==> src/rtl/spi_rr_arbiter_pkg.sv <==
// Shared definitions for the SPI round-robin arbiter: FSM state encoding and
// default widths that match the SPI master's data word and chip-select count.
package spi_rr_arbiter_pkg;

    typedef enum logic [2:0] {
        ST_IDLE,
        ST_XFER,
        ST_DONE,
        ST_ERR,
        ST_GAP
    } arb_state_e;

    localparam int unsigned SPI_DW_DEF   = 12;
    localparam int unsigned SPI_NSLV_DEF = 4;

endpackage

==> src/rtl/spi_rr_arbiter_pick.sv <==
// Rotating-priority encoder: the first set request at or after ptr wins,
// wrapping from NREQ-1 back to 0.
module rr_pick #(
    parameter int unsigned NREQ = 4,
    parameter int unsigned IW   = 2
) (
    input  logic [NREQ-1:0] req,
    input  logic [IW-1:0]   ptr,
    output logic [NREQ-1:0] win,
    output logic [IW-1:0]   win_idx,
    output logic            any
);

    int unsigned idx;
    logic [IW-1:0] sel;
    logic found;

    always_comb begin
        win     = '0;
        win_idx = '0;
        found   = 1'b0;
        idx     = 0;
        sel     = '0;
        for (int unsigned k = 0; k < NREQ; k++) begin
            idx = 32'(ptr) + k;
            if (idx >= NREQ) begin
                idx = idx - NREQ;
            end
            sel = IW'(idx);
            if (!found && req[sel]) begin
                found    = 1'b1;
                win[sel] = 1'b1;
                win_idx  = sel;
            end
        end
    end

    assign any = |req;

endmodule

==> src/rtl/spi_rr_arbiter.sv <==
// Shares one SPI master among NREQ requesters with round-robin arbitration,
// slave-select validation and a done-timeout watchdog. All outputs registered.
module spi_rr_arbiter
    import spi_rr_arbiter_pkg::*;
#(
    parameter int unsigned NREQ    = 4,
    parameter int unsigned DW      = SPI_DW_DEF,
    parameter int unsigned NSLV    = SPI_NSLV_DEF,
    parameter int unsigned TIMEOUT = 4095
) (
    input  logic                 clk,
    input  logic                 rst_n,
    input  logic [NREQ-1:0]      req,
    input  logic [NREQ*DW-1:0]   req_data,
    input  logic [NREQ*NSLV-1:0] req_slave,
    output logic [NREQ-1:0]      gnt,
    output logic [NREQ-1:0]      ack,
    output logic [NREQ-1:0]      err,
    output logic                 busy,
    output logic                 spi_start,
    output logic [DW-1:0]        spi_din,
    output logic [NSLV-1:0]      spi_slave,
    input  logic                 spi_done
);

    localparam int unsigned IW = (NREQ > 1) ? $clog2(NREQ) : 1;
    localparam int unsigned TW = $clog2(TIMEOUT + 1);

    arb_state_e     state_q, state_d;
    logic [IW-1:0]   ptr_q, ptr_d, widx_q, widx_d;
    logic [DW-1:0]   din_q, din_d;
    logic [NSLV-1:0] slv_q, slv_d;
    logic [NREQ-1:0] gnt_q, gnt_d, ack_q, ack_d, err_q, err_d;
    logic            start_q, start_d, busy_q, busy_d;
    logic [TW-1:0]   timer_q, timer_d;

    logic [NREQ-1:0] win;
    logic [IW-1:0]   win_idx, nxt_win, nxt_cur;
    logic            any, slv_ok;
    logic [NSLV-1:0] slv_pick;
    logic [NREQ-1:0] cur_oh;

    rr_pick #(.NREQ(NREQ), .IW(IW)) u_pick (
        .req     (req),
        .ptr     (ptr_q),
        .win     (win),
        .win_idx (win_idx),
        .any     (any)
    );

    assign slv_pick = req_slave[win_idx*NSLV +: NSLV];
    assign slv_ok   = (slv_pick != '0) && ((slv_pick & (slv_pick - NSLV'(1))) == '0);
    assign nxt_win  = (win_idx == IW'(NREQ - 1)) ? '0 : win_idx + IW'(1);
    assign nxt_cur  = (widx_q == IW'(NREQ - 1)) ? '0 : widx_q + IW'(1);
    assign cur_oh   = NREQ'(1) << widx_q;

    always_comb begin
        state_d = state_q;
        ptr_d   = ptr_q;
        widx_d  = widx_q;
        din_d   = din_q;
        slv_d   = slv_q;
        gnt_d   = gnt_q;
        ack_d   = '0;
        err_d   = '0;
        start_d = start_q;
        timer_d = timer_q;
        unique case (state_q)
            // GAP arbitrates like IDLE so back-to-back transfers see start low
            // only for the DONE and GAP cycles.
            ST_IDLE, ST_GAP: begin
                state_d = ST_IDLE;
                start_d = 1'b0;
                gnt_d   = '0;
                if (any) begin
                    widx_d = win_idx;
                    din_d  = req_data[win_idx*DW +: DW];
                    slv_d  = slv_pick;
                    if (slv_ok) begin
                        state_d = ST_XFER;
                        gnt_d   = win;
                        start_d = 1'b1;
                        timer_d = '0;
                    end else begin
                        state_d = ST_ERR;
                        err_d   = win;
                        ptr_d   = nxt_win;
                    end
                end
            end
            ST_XFER: begin
                if (spi_done) begin
                    state_d = ST_DONE;
                    ack_d   = cur_oh;
                    gnt_d   = '0;
                    start_d = 1'b0;
                    ptr_d   = nxt_cur;
                end else if (timer_q == TW'(TIMEOUT - 1)) begin
                    state_d = ST_ERR;
                    err_d   = cur_oh;
                    gnt_d   = '0;
                    start_d = 1'b0;
                    ptr_d   = nxt_cur;
                end else begin
                    timer_d = timer_q + TW'(1);
                end
            end
            ST_DONE, ST_ERR: state_d = ST_GAP;
            default:         state_d = ST_IDLE;
        endcase
        busy_d = (state_d != ST_IDLE);
    end

    always_ff @(posedge clk) begin
        if (!rst_n) begin
            state_q <= ST_IDLE;
            ptr_q   <= '0;
            widx_q  <= '0;
            din_q   <= '0;
            slv_q   <= '0;
            gnt_q   <= '0;
            ack_q   <= '0;
            err_q   <= '0;
            start_q <= 1'b0;
            busy_q  <= 1'b0;
            timer_q <= '0;
        end else begin
            state_q <= state_d;
            ptr_q   <= ptr_d;
            widx_q  <= widx_d;
            din_q   <= din_d;
            slv_q   <= slv_d;
            gnt_q   <= gnt_d;
            ack_q   <= ack_d;
            err_q   <= err_d;
            start_q <= start_d;
            busy_q  <= busy_d;
            timer_q <= timer_d;
        end
    end

    assign gnt       = gnt_q;
    assign ack       = ack_q;
    assign err       = err_q;
    assign busy      = busy_q;
    assign spi_start = start_q;
    assign spi_din   = din_q;
    assign spi_slave = slv_q;

endmodule

==> config.mk <==
export PLATFORM = sky130hd
export DESIGN_NAME = spi_rr_arbiter
export DESIGN_NICKNAME = d
export VERILOG_FILES = /design/src/rtl/spi_rr_arbiter_pkg.sv /design/src/rtl/spi_rr_arbiter_pick.sv /design/src/rtl/spi_rr_arbiter.sv
export SDC_FILE = /design/constraint.sdc
export NUM_CORES = 1
export LEC_CHECK = 0
export CORE_ASPECT_RATIO = 0.9
export CORE_MARGIN = 2
export CORE_UTILIZATION = 43
export CTS_CLUSTER_SIZE = 28
export DETAILED_ROUTE_END_ITERATION = 10
export PLACE_DENSITY = 0.82
export SETUP_SLACK_MARGIN = 0.1
export SYNTH_ARGS = -nofsm -noshare
export SYNTH_HDL_FRONTEND = slang
export SYNTH_SLANG_ARGS = --single-unit
==> constraint.sdc <==
create_clock -name clk -period 3.6 [get_ports clk]
set_input_delay 0.54 -clock clk [delete_from_list [all_inputs] [get_ports clk]]
set_output_delay 0.54 -clock clk [all_outputs]
set_load 0.05 [all_outputs]
==> run metrics, run 1 <==
vias in the first global route 3509; Avg WL per Cell 15.4 um; worst endpoint data arrival time 3.64 ns; Core ar. 7540 um^2; commonest cells after routing, fill and taps aside 100 x clkdlybuf4s50_1, 86 x nand2_1, 48 x dfxtp_1, 44 x nand3_1, 31 x buf_4; minimum clock period 3.40 ns; first-pass GRT wire length 15900 um; FMAX 294 MHz; final setup violation count 0; synth warn 0; CTS root buf clkbuf_8; drc violations 0; Post-Route Utilization 63.1%; via count 3708; Avg Cell Area, Syn 7.62 um^2; port bufs 100; crit path launch type primary input; RSZ-0062 raised after global routing false; met2 usage 39.8%; DR pass1 iterations 5; Max Slew Vio Count 0; Starting Density 44.4%; DPL Wire Length 7460 um; commonest non-fill, non-tap cell in the layout clkdlybuf4s50_1; GR Layer Usage met1 27.5%; area grow syn2layout 42.1%; grt ovf 0; reg2reg end timer_q[3]; Lkg Pwr 1.86 nW; global routing's busiest layer met2; Crit Path Category primary input to flip-flop; Post-synth top flop dfxtp_1; CTS tree done; width of the die 97.1 um; DR iter-0 viols 207; die area 8520 um^2; R2R depth 11; clock slew at reported path FFs 0.09 ns; routed wire length 9970 um; Seq cells post-synth 49; Cells after Synth 440; slew of the pin with the lowest slew margin 1.04 ns; all-layer global routing usage 22.6%; Synth cell types 66; EDFF count, synth 0; crit path from req[2]; Post-synth ARST share 0%; clock sink count 49; Max VDD drop 0.510 mV; Layout Skew 0.0110 ns; Boundary Pins 101; CP Capture Type flip-flop; Setup Total Neg Slack 0 ns; number of diodes 0; required time of the worst setup path 3.84 ns; num rows 30; Final Hold Fails 0; run status completed; Filler Cell Count 640; Clock Path Buffers 2; cts bufs inserted 5; share of cells above drive strength 1 13.8%; worst reg2reg startpoint ptr_q[0]; mapped cell area 3350 um^2; HP Class flip-flop to flip-flop; Critical Path End timer_q[3]; cts hold-fix bufs 0; clk_lat worst skew 0.31 ns; vias per cell 5.73; cell area power density 776 nW/um^2; M3 GR Usage 5.27%; r2r setup slk 0.23 ns; worst rel slew slack 30.4%; Max-Cap Viols 0; DIE HEIGHT 87.8 um; synthesized net count 525; CP max FO 6; Final Wtd Congestion 0.931; H-tree Lvls 2; nets 635; post-route ant nets 0; largest net degree at the start of global routing 26; register area share after synthesis 29.3%; initial antenna violation count 0; Tcrit/Tclk final 94.5%
flip-flops by register name, summed over array words and instances (netlist names):
signal and flops:
gnt 4, spi_slave 4, state_q 3, spi_din 12, ptr_q 2, ack 4
spi_start 1, busy 1, widx_q 2, timer_q 12, err 4
cells by family after synthesis:
kind of cell | synth area share (%)
adder cells (fa/ha/maj) | 5.23
buffers and inverters | 5.71
flip-flops | 29.3
XOR/XNOR | 0.261
multiplexers | 2.87
AO/OA/AOI/OAI | 28.6
AND/OR/NAND/NOR | 28.1
final cells by class:
cell class,instances,area [um^2],area share [%]
Multi-Input combinational cell,344,2270,47.6
Timing Repair Buffer,131,1230,25.9
Sequential cell,49,982,20.6
Tap cell,96,120,2.52
Clock buffer,6,72.6,1.52
Inverter,19,71.3,1.50
Clock inverter,2,15.0,0.315
what timing repair did:
action                                  CTS  global route
setup buffers                             0             1
gates resized for setup                   1            13
pin swaps                                 0             1
endpoints found under the setup margin    1            23
gates cloned                              0             0
where the power goes:
part / internal (mW) / total [mW] / switching (mW)
clock network: 0.137 / 0.321 / 0.184
registers: 0.686 / 0.789 / 0.103
logic: 1.01 / 2.59 / 1.58
how the worst min path moves through the flow:
stage                     startpoint         end  cells past startpoint
after CTS                 state_q[2]  state_q[2]                      1
after floorplan           state_q[2]  state_q[2]                      1
after detailed placement  state_q[2]  state_q[2]                      1
after global routing      spi_din[9]  spi_din[9]                      2
final                     state_q[2]  state_q[2]                      1
after global placement    state_q[2]  state_q[2]                      1
synthesized netlist by cell type (all sizes together) (2+ instances only):
cell type   n  area (um^2)
mux4        2         45.0
a211o       3         26.3
a32oi       5         51.3
a21bo       3         30.0
a2bb2oi     3         26.3
a221o       2         20.0
inv        19         71.3
o21a        6         45.0
dfxtp      49          981
nor2b       7         43.8
buf         7         41.3
a22oi       6         45.0
nand4       4         25.0
a21boi     16          120
nor3        3         15.0
nor2       20         75.1
and3        3         18.8
and2       10         65.1
o211ai     11         87.6
ha         14          175
a21o        4         30.0
o31ai       4         40.0
nor4        3         18.8
a31o        3         26.3
a31oi       4         25.0
a221oi      2         17.5
a211oi      4         35.0
mux2i       4         40.0
nand3      44          220
o21ai      10         53.8
a21oi      20          100
o22ai       2         12.5
or2         2         12.5
nand3b      4         30.0
nand2      86          323
clkbuf     21         78.8
o211a      10          100
or3         3         18.8
critical path, cell delays in order:
cell and delay [ns]:
clkdlybuf4s50_1 0.42, mux4_2 0.54, buf_4 0.18, o211ai_2 0.14
a31oi_2 0.16, a211oi_2 0.34, o211ai_1 0.17, a211o_1 0.35
a32oi_2 0.19, or4b_1 0.45, a21oi_1 0.14
metal layers:
layer | routed length [um] | vias up
li1 | - | 1804
met1 | 4200 | 1726
met2 | 4790 | 160
met3 | 816 | 18
met4 | 166 | 0
met5 | 0 | -
through the flow:
stage | std cells | instance area [um^2] | setup slack, ns | hold slack (ns) | total power [mW]
after floorplan | 440 | 3380 | 0.105 | 0.423 | 2.47
after global placement | 638 | 4600 | 0.00470 | 0.438 | 3.18
after detailed placement | 638 | 4600 | -0.136 | 0.447 | 3.26
after CTS | 646 | 4690 | 0.153 | 0.469 | 3.60
after global routing | 647 | 4760 | 0.110 | 0.489 | 3.94
final | 647 | 4760 | 0.200 | 0.469 | 3.70
Note: power is estimated with default switching activity, not from simulation.
==> run 2, diff against run 1 <==
--- a/config.mk
+++ b/config.mk
@@ -5,12 +5,14 @@
 export SDC_FILE = /design/constraint.sdc
 export NUM_CORES = 1
 export LEC_CHECK = 0
+export CELL_PAD_IN_SITES_DETAIL_PLACEMENT = 1
+export CELL_PAD_IN_SITES_GLOBAL_PLACEMENT = 1
 export CORE_ASPECT_RATIO = 0.9
-export CORE_MARGIN = 2
-export CORE_UTILIZATION = 43
+export CORE_MARGIN = 1
+export CORE_UTILIZATION = 31
 export CTS_CLUSTER_SIZE = 28
 export DETAILED_ROUTE_END_ITERATION = 10
-export PLACE_DENSITY = 0.82
+export PLACE_DENSITY = 0.83
 export SETUP_SLACK_MARGIN = 0.1
 export SYNTH_ARGS = -nofsm -noshare
 export SYNTH_HDL_FRONTEND = slang
==> run metrics, run 2 (synthesis gave the netlist of run 1 again) <==
critical path's most frequent cell buf_4; clk_lat worst skew 0.29 ns (-0.02 ns); CTS tree done; Avg WL per Cell 18.7 um (+22%); switching power 2.09 mW (+12%); placed instance count 672 (+5.3%); initial antenna violation count 0 (unchanged); required time of the worst setup path 3.84 ns (about the same); first-pass GRT wire length 18200 um (+14%); Crit Path Category flip-flop to flip-flop; clock share of power 11.1% (+2.4 points); all-layer global routing usage 19.9% (-2.7 points); commonest cells after routing, fill and taps aside 96 x clkdlybuf4s50_1, 86 x nand2_1, 48 x dfxtp_1, 43 x nand3_1, 36 x buf_4; HP Class flip-flop to flip-flop; Max VDD drop 0.359 mV (-30%); final setup violation count 0 (unchanged); WHS 0.467 ns (-0.00218 ns); Setup Total Neg Slack 0 ns (unchanged); DR pass1 iterations 7 (+2); r2r setup slk 0.04 ns (-0.19 ns); clock sink count 49 (unchanged); Layout Skew 0.00676 ns (-0.00427 ns); clock slew at reported path FFs 0.07 ns (-0.02 ns); CP Capture Type flip-flop; max incr delay on CP 0.51 ns (-0.03 ns); Final Hold Fails 0 (unchanged); post-route ant nets 0 (unchanged); reg2reg end timer_q[3]; H-tree Lvls 2 (unchanged); Clock Path Buffers 2 (unchanged); vias per cell 5.68 (-0.90%); via count 3953 (+6.6%); routed wire length 13000 um (+31%); grt ovf 0 (unchanged); commonest non-fill, non-tap cell in the layout clkdlybuf4s50_1; run status complete, but fails checks; family with the most delay on the worst path compound AO/OA/AOI/OAI gates; Post-Route Utilization 49.8% (-13 points); HP Start spi_din[9]; Max-Cap Viols 0 (unchanged); violated checks DRC; WHS Path Cells 2 (+1); Finished Layout Cells 696 (+7.6%); CP max FO 7 (+1); minimum clock period 3.56 ns (+0.159 ns); port bufs 100 (unchanged); cts bufs inserted 5 (unchanged); die area 11200 um^2 (+32%); DIE HEIGHT 101 um (+15%); num rows 35 (+17%); DR iter-0 viols 178 (-14%); critical path depth 13 (+2); largest net degree at the start of global routing 26 (unchanged); slowest CP cell or4b_4; CTS root buf clkbuf_16; FMAX 281 MHz (-4.5%); Max Slew Vio Count 0 (unchanged); Final Wtd Congestion 0.808 (-13%); Flop pwr share 19.1% (-2.2 points); cts hold-fix bufs 0 (unchanged); Cell Chain, Critical Path inv_1 -> ha_4 -> mux4_2 -> buf_4 -> o211ai_4 -> buf_4 -> a31oi_2 -> a211oi_2 -> or2_2 -> a211o_1 -> a32oi_2 -> or4b_4 -> a21oi_2; cell area power density 805 nW/um^2 (+3.7%); number of diodes 0 (unchanged); Starting Density 32.3% (-12 points); worst endpoint data arrival time 3.79 ns (+0.15 ns); Core ar. 10400 um^2 (+38%); Boundary Pins 101 (unchanged); crit path launch type flip-flop; Comb power frac 69.8% (-0.2 points); Lkg Pwr 2.04 nW (+9.2%); area grow syn2layout 54.0%; Tcrit/Tclk final 98.9% (+4.4 points); worst reg2reg startpoint ptr_q[1]; drc violations 2 (+2); vias in the first global route 3735 (+6.4%); CP Buf/Inv Count 3 (+1); DPL Wire Length 8570 um (+15%); slew of the pin with the lowest slew margin 0.729 ns (-0.309 ns); nets 651 (+2.5%); Pwr Total 4.16 mW (+12%); R2R depth 13 (+2); Sw Ratio 50.2% (-0.25 points); P_int 2.07 mW (+13%); share of cells above drive strength 1 17.6% (+3.8 points); width of the die 112 um (+15%); worst rel slew slack 51.2% (+21 points); Hold Path End spi_din[9]
## run 2: power groups by stage
stage / sequential, mW / combinational (mW) / clock [mW]
final: 0.793 / 2.90 / 0.462
after global routing: 0.811 / 3.09 / 0.493
after CTS: 0.784 / 2.56 / 0.465
after detailed placement: 0.795 / 2.53 / 0
after global placement: 0.787 / 2.43 / 0
after floorplan: 1.16 / 1.31 / 0
## run 2: cell type report
| class | count | area, um^2 |
|---|---|---|
| Sequential cell | 49 | 982 |
| Tap cell | 129 | 161 |
| Multi-Input combinational cell | 345 | 2420 |
| Clock buffer | 8 | 136 |
| Timing Repair Buffer | 146 | 1390 |
| Inverter | 19 | 71.3 |
| Fill cell | 1236 | 5220 |
## run 2: metrics by stage
| stage | area (um^2) | setup WS, ns |
|---|---|---|
| CTS | 4800 | 0.113 |
| global placement | 4650 | -0.0384 |
| global route | 5160 | -0.0306 |
| floorplan | 3380 | 0.105 |
| detailed placement | 4650 | -0.225 |
| finish | 5160 | 0.0409 |
## run 2: repair_timing
action,4_1_cts,5_1_grt
gates resized for setup,5,47
setup buffers,0,15
pin swaps,0,12
setup endpoints to repair,11,18
cloned,0,1
## run 2: worst max path at each step
stage | startpoint | endpoint | slack (ns)
after floorplan | ptr_q[0] | timer_q[3] | 0.11
after global placement | req[2] | timer_q[3] | -0.04
after detailed placement | req[3] | timer_q[3] | -0.23
after CTS | ptr_q[0] | timer_q[3] | 0.11
after global routing | ptr_q[1] | timer_q[6] | -0.03
final | ptr_q[1] | timer_q[3] | 0.04
## run 2: routing by layer
layer	wire length [um]	vias up	share of wire, %	track usage, %
met1	5520	1927	42	25.0
li1	-	1847	-	-
met2	6460	158	50	35.3
met3	805	21	6.2	3.61
met5	0	-	0	0
met4	250	0	1.9	5.20
## run 2: worst register-to-register path: stages, from the launching register on
cell	delay, ns
dfxtp_1	0.37
inv_1	0.10
ha_4	0.34
mux4_2	0.33
buf_4	0.17
o211ai_4	0.14
buf_4	0.18
a31oi_2	0.19
a211oi_2	0.12
or2_2	0.34
a211o_1	0.31
a32oi_2	0.29
or4b_4	0.51
a21oi_2	0.13
==> run 3, diff against run 2 <==
--- a/config.mk
+++ b/config.mk
@@ -12,6 +12,7 @@
 export CORE_UTILIZATION = 31
 export CTS_CLUSTER_SIZE = 28
 export DETAILED_ROUTE_END_ITERATION = 10
+export GPL_TIMING_DRIVEN = 0
 export PLACE_DENSITY = 0.83
 export SETUP_SLACK_MARGIN = 0.1
 export SYNTH_ARGS = -nofsm -noshare
==> run metrics, run 3 (synthesis gave the netlist of run 1 again) <==
placed instance count 668 (-0.60%); DR iter-0 viols 166 (-6.7%); cts bufs inserted 5 (unchanged); first-pass GRT wire length 19600 um (+7.8%); CTS tree done; reg2reg end timer_q[11]; slowest CP cell dfxtp_4; Final Hold Fails 0 (unchanged); clock slew at reported path FFs 0.07 ns (about the same); worst reg2reg startpoint ptr_q[0]; Flop pwr share 17.5% (-1.6 points); R2R depth 17 (+4); DPL Wire Length 8690 um (+1.4%); switching power 2.24 mW (+7.5%); DR pass1 iterations 10 (+3); clock share of power 10.4% (-0.7 points); Final Wtd Congestion 0.838 (+3.7%); share of cells above drive strength 1 19.3% (+1.7 points); Core ar. 10400 um^2 (unchanged); CTS root buf clkbuf_16; final worst slack -0.0741 ns (-0.115 ns); HP Start spi_din[5]; Layout Skew 0.00603 ns (-0.000733 ns); worst endpoint data arrival time 3.85 ns (+0.06 ns); cts hold-fix bufs 0 (unchanged); vias per cell 5.54 (-2.4%); port bufs 99 (-1.0%); routed wire length 13200 um (+1.1%); M1 WL 5310 um (-3.7%); clock sink count 49 (unchanged); Max VDD drop 0.476 mV (+33%); vias in the first global route 3994 (+6.9%); Lkg Pwr 2.07 nW (+1.5%); WHS Path Cells 2 (unchanged); initial antenna violation count 0 (unchanged); area grow syn2layout 60.4%; Post-Route Utilization 51.8% (+2.1 points); routed wl met3 710 um (-12%); violated checks DRC, setup timing; commonest non-fill, non-tap cell in the layout clkdlybuf4s50_1; Cell Chain, Critical Path buf_6 -> buf_8 -> inv_8 -> ha_4 -> mux4_2 -> buf_8 -> and2_4 -> o21ai_4 -> o211ai_1 -> a211o_1 -> a211o_4 -> buf_4 -> buf_6 -> and2_4 -> o21ai_4 -> clkbuf_16 -> a21oi_1; HP Class flip-flop to flip-flop; crit path launch type flip-flop; required time of the worst setup path 3.78 ns (-0.06 ns); Starting Density 32.3% (unchanged); nets 659 (+1.2%); slew of the pin with the lowest slew margin 0.741 ns (+0.0116 ns); run status complete, but fails checks; Hold Path End spi_din[5]; Clock Path Buffers 2 (unchanged); num rows 35 (unchanged); final setup violation count 10 (+10); CP Buf/Inv Count 7 (+4); commonest cells after routing, fill and taps aside 96 x clkdlybuf4s50_1, 86 x nand2_1, 47 x dfxtp_1, 43 x nand3_1, 24 x buf_4; Max-Cap Viols 0 (unchanged); via count 3897 (-1.4%); Setup Total Neg Slack -0.377 ns (-0.377 ns); RSZ-0062 raised after global routing true; grt ovf 0 (unchanged); worst rel slew slack 50.1% (-1.2 points); cell area power density 851 nW/um^2 (+5.8%); CP max FO 6 (-1); DR WL met2 6810 um (+5.3%); die area 11200 um^2 (unchanged); critical path depth 17 (+4); P_int 2.34 mW (+13%); clk_lat worst skew 0.29 ns (about the same); width of the die 112 um (unchanged); Max Slew Vio Count 0 (unchanged); all-layer global routing usage 21.7% (+1.8 points); Tcrit/Tclk final 102% (+3.2 points); Boundary Pins 101 (unchanged); post-route ant nets 0 (unchanged); Finished Layout Cells 703 (+1.0%); DIE HEIGHT 101 um (unchanged); max incr delay on CP 0.36 ns (-0.15 ns); H-tree Lvls 2 (unchanged); Highest Signal Layer met4; number of diodes 0 (unchanged); r2r setup slk -0.07 ns (-0.11 ns); CP Capture Type flip-flop; Sw Ratio 49.0% (-1.2 points); drc violations 2 (unchanged); family with the most delay on the worst path compound AO/OA/AOI/OAI gates; Crit Path Category flip-flop to flip-flop; FMAX 272 MHz (-3.1%); minimum clock period 3.67 ns (+0.115 ns); largest net degree at the start of global routing 14 (-46%); Avg WL per Cell 18.7 um (about the same); Comb power frac 72.1% (+2.3 points)
==> run 3: changes by cell type in the layout (fill, tap and decap cells not counted), sizes merged <==
cell          delta
inv              -1
o211a            -1
clkinvlp         +1
dlymetal6s2s     -4
dlygate4sd2      +3
clkbuf          +16
buf              -7
==> run 3: what timing repair did <==
item	in CTS	in global routing
setup endpoints to repair	25	36
pin swaps	14	21
gates cloned	0	2
buffers inserted	14	13
resized for setup	55	43
==> run 3: per-stage QoR <==
step           instance area (um^2)  worst slack (ns)  total power [mW]  hold WS [ns]
3_3_place_gp                   4530            -0.546              3.12         0.445
4_1_cts                        5020            0.0240              4.08         0.466
5_1_grt                        5380            -0.151              4.85         0.496
6_report                       5380           -0.0741              4.58         0.463
2_1_floorplan                  3380             0.105              2.47         0.423
3_5_place_dp                   4530            -0.612              3.21         0.458
==> run 3: layer usage <==
| layer | vias up | track usage [%] |
|---|---|---|
| met5 | - | 0 |
| met4 | 0 | 7.17 |
| met3 | 28 | 3.73 |
| met2 | 126 | 41.2 |
| met1 | 1884 | 24.9 |
| li1 | 1859 | - |
==> run 3: final cells by class <==
class | instances | area (um^2)
repair buffers | 128 | 1250
clock buffers | 7 | 143
inverters | 19 | 82.6
flip-flops and latches | 49 | 986
plain buffers | 27 | 203
multi-input cells | 344 | 2550
fillers | 1218 | 5000
well taps | 129 | 161
==> run 3: power by group through the flow <==
stage	Sequential [mW]	Combinational [mW]	Clock, mW
2_1_floorplan	1.16	1.31	0
3_3_place_gp	0.799	2.32	0
3_5_place_dp	0.808	2.40	0
4_1_cts	0.795	2.81	0.478
5_1_grt	0.825	3.52	0.497
6_report	0.800	3.30	0.478
==> run 3: worst register-to-register path, delay by kind of cell (launching register included) <==
family,cells,cell delay [ns]
AND/OR/NAND/NOR,2,0.32
buffers and inverters,7,0.87
adder cells (fa/ha/maj),1,0.26
multiplexers,1,0.34
AO/OA/AOI/OAI,6,1.42
flip-flops,1,0.36
==> run 3: worst max path at each step <==
stage | start | endpoint | slack (ns)
5_1_grt | ptr_q[1] | timer_q[11] | -0.15
3_3_place_gp | req[0] | ptr_q[1] | -0.55
3_5_place_dp | req[2] | timer_q[3] | -0.61
2_1_floorplan | ptr_q[0] | timer_q[3] | 0.11
6_report | ptr_q[0] | timer_q[11] | -0.07
4_1_cts | ptr_q[1] | timer_q[3] | 0.02
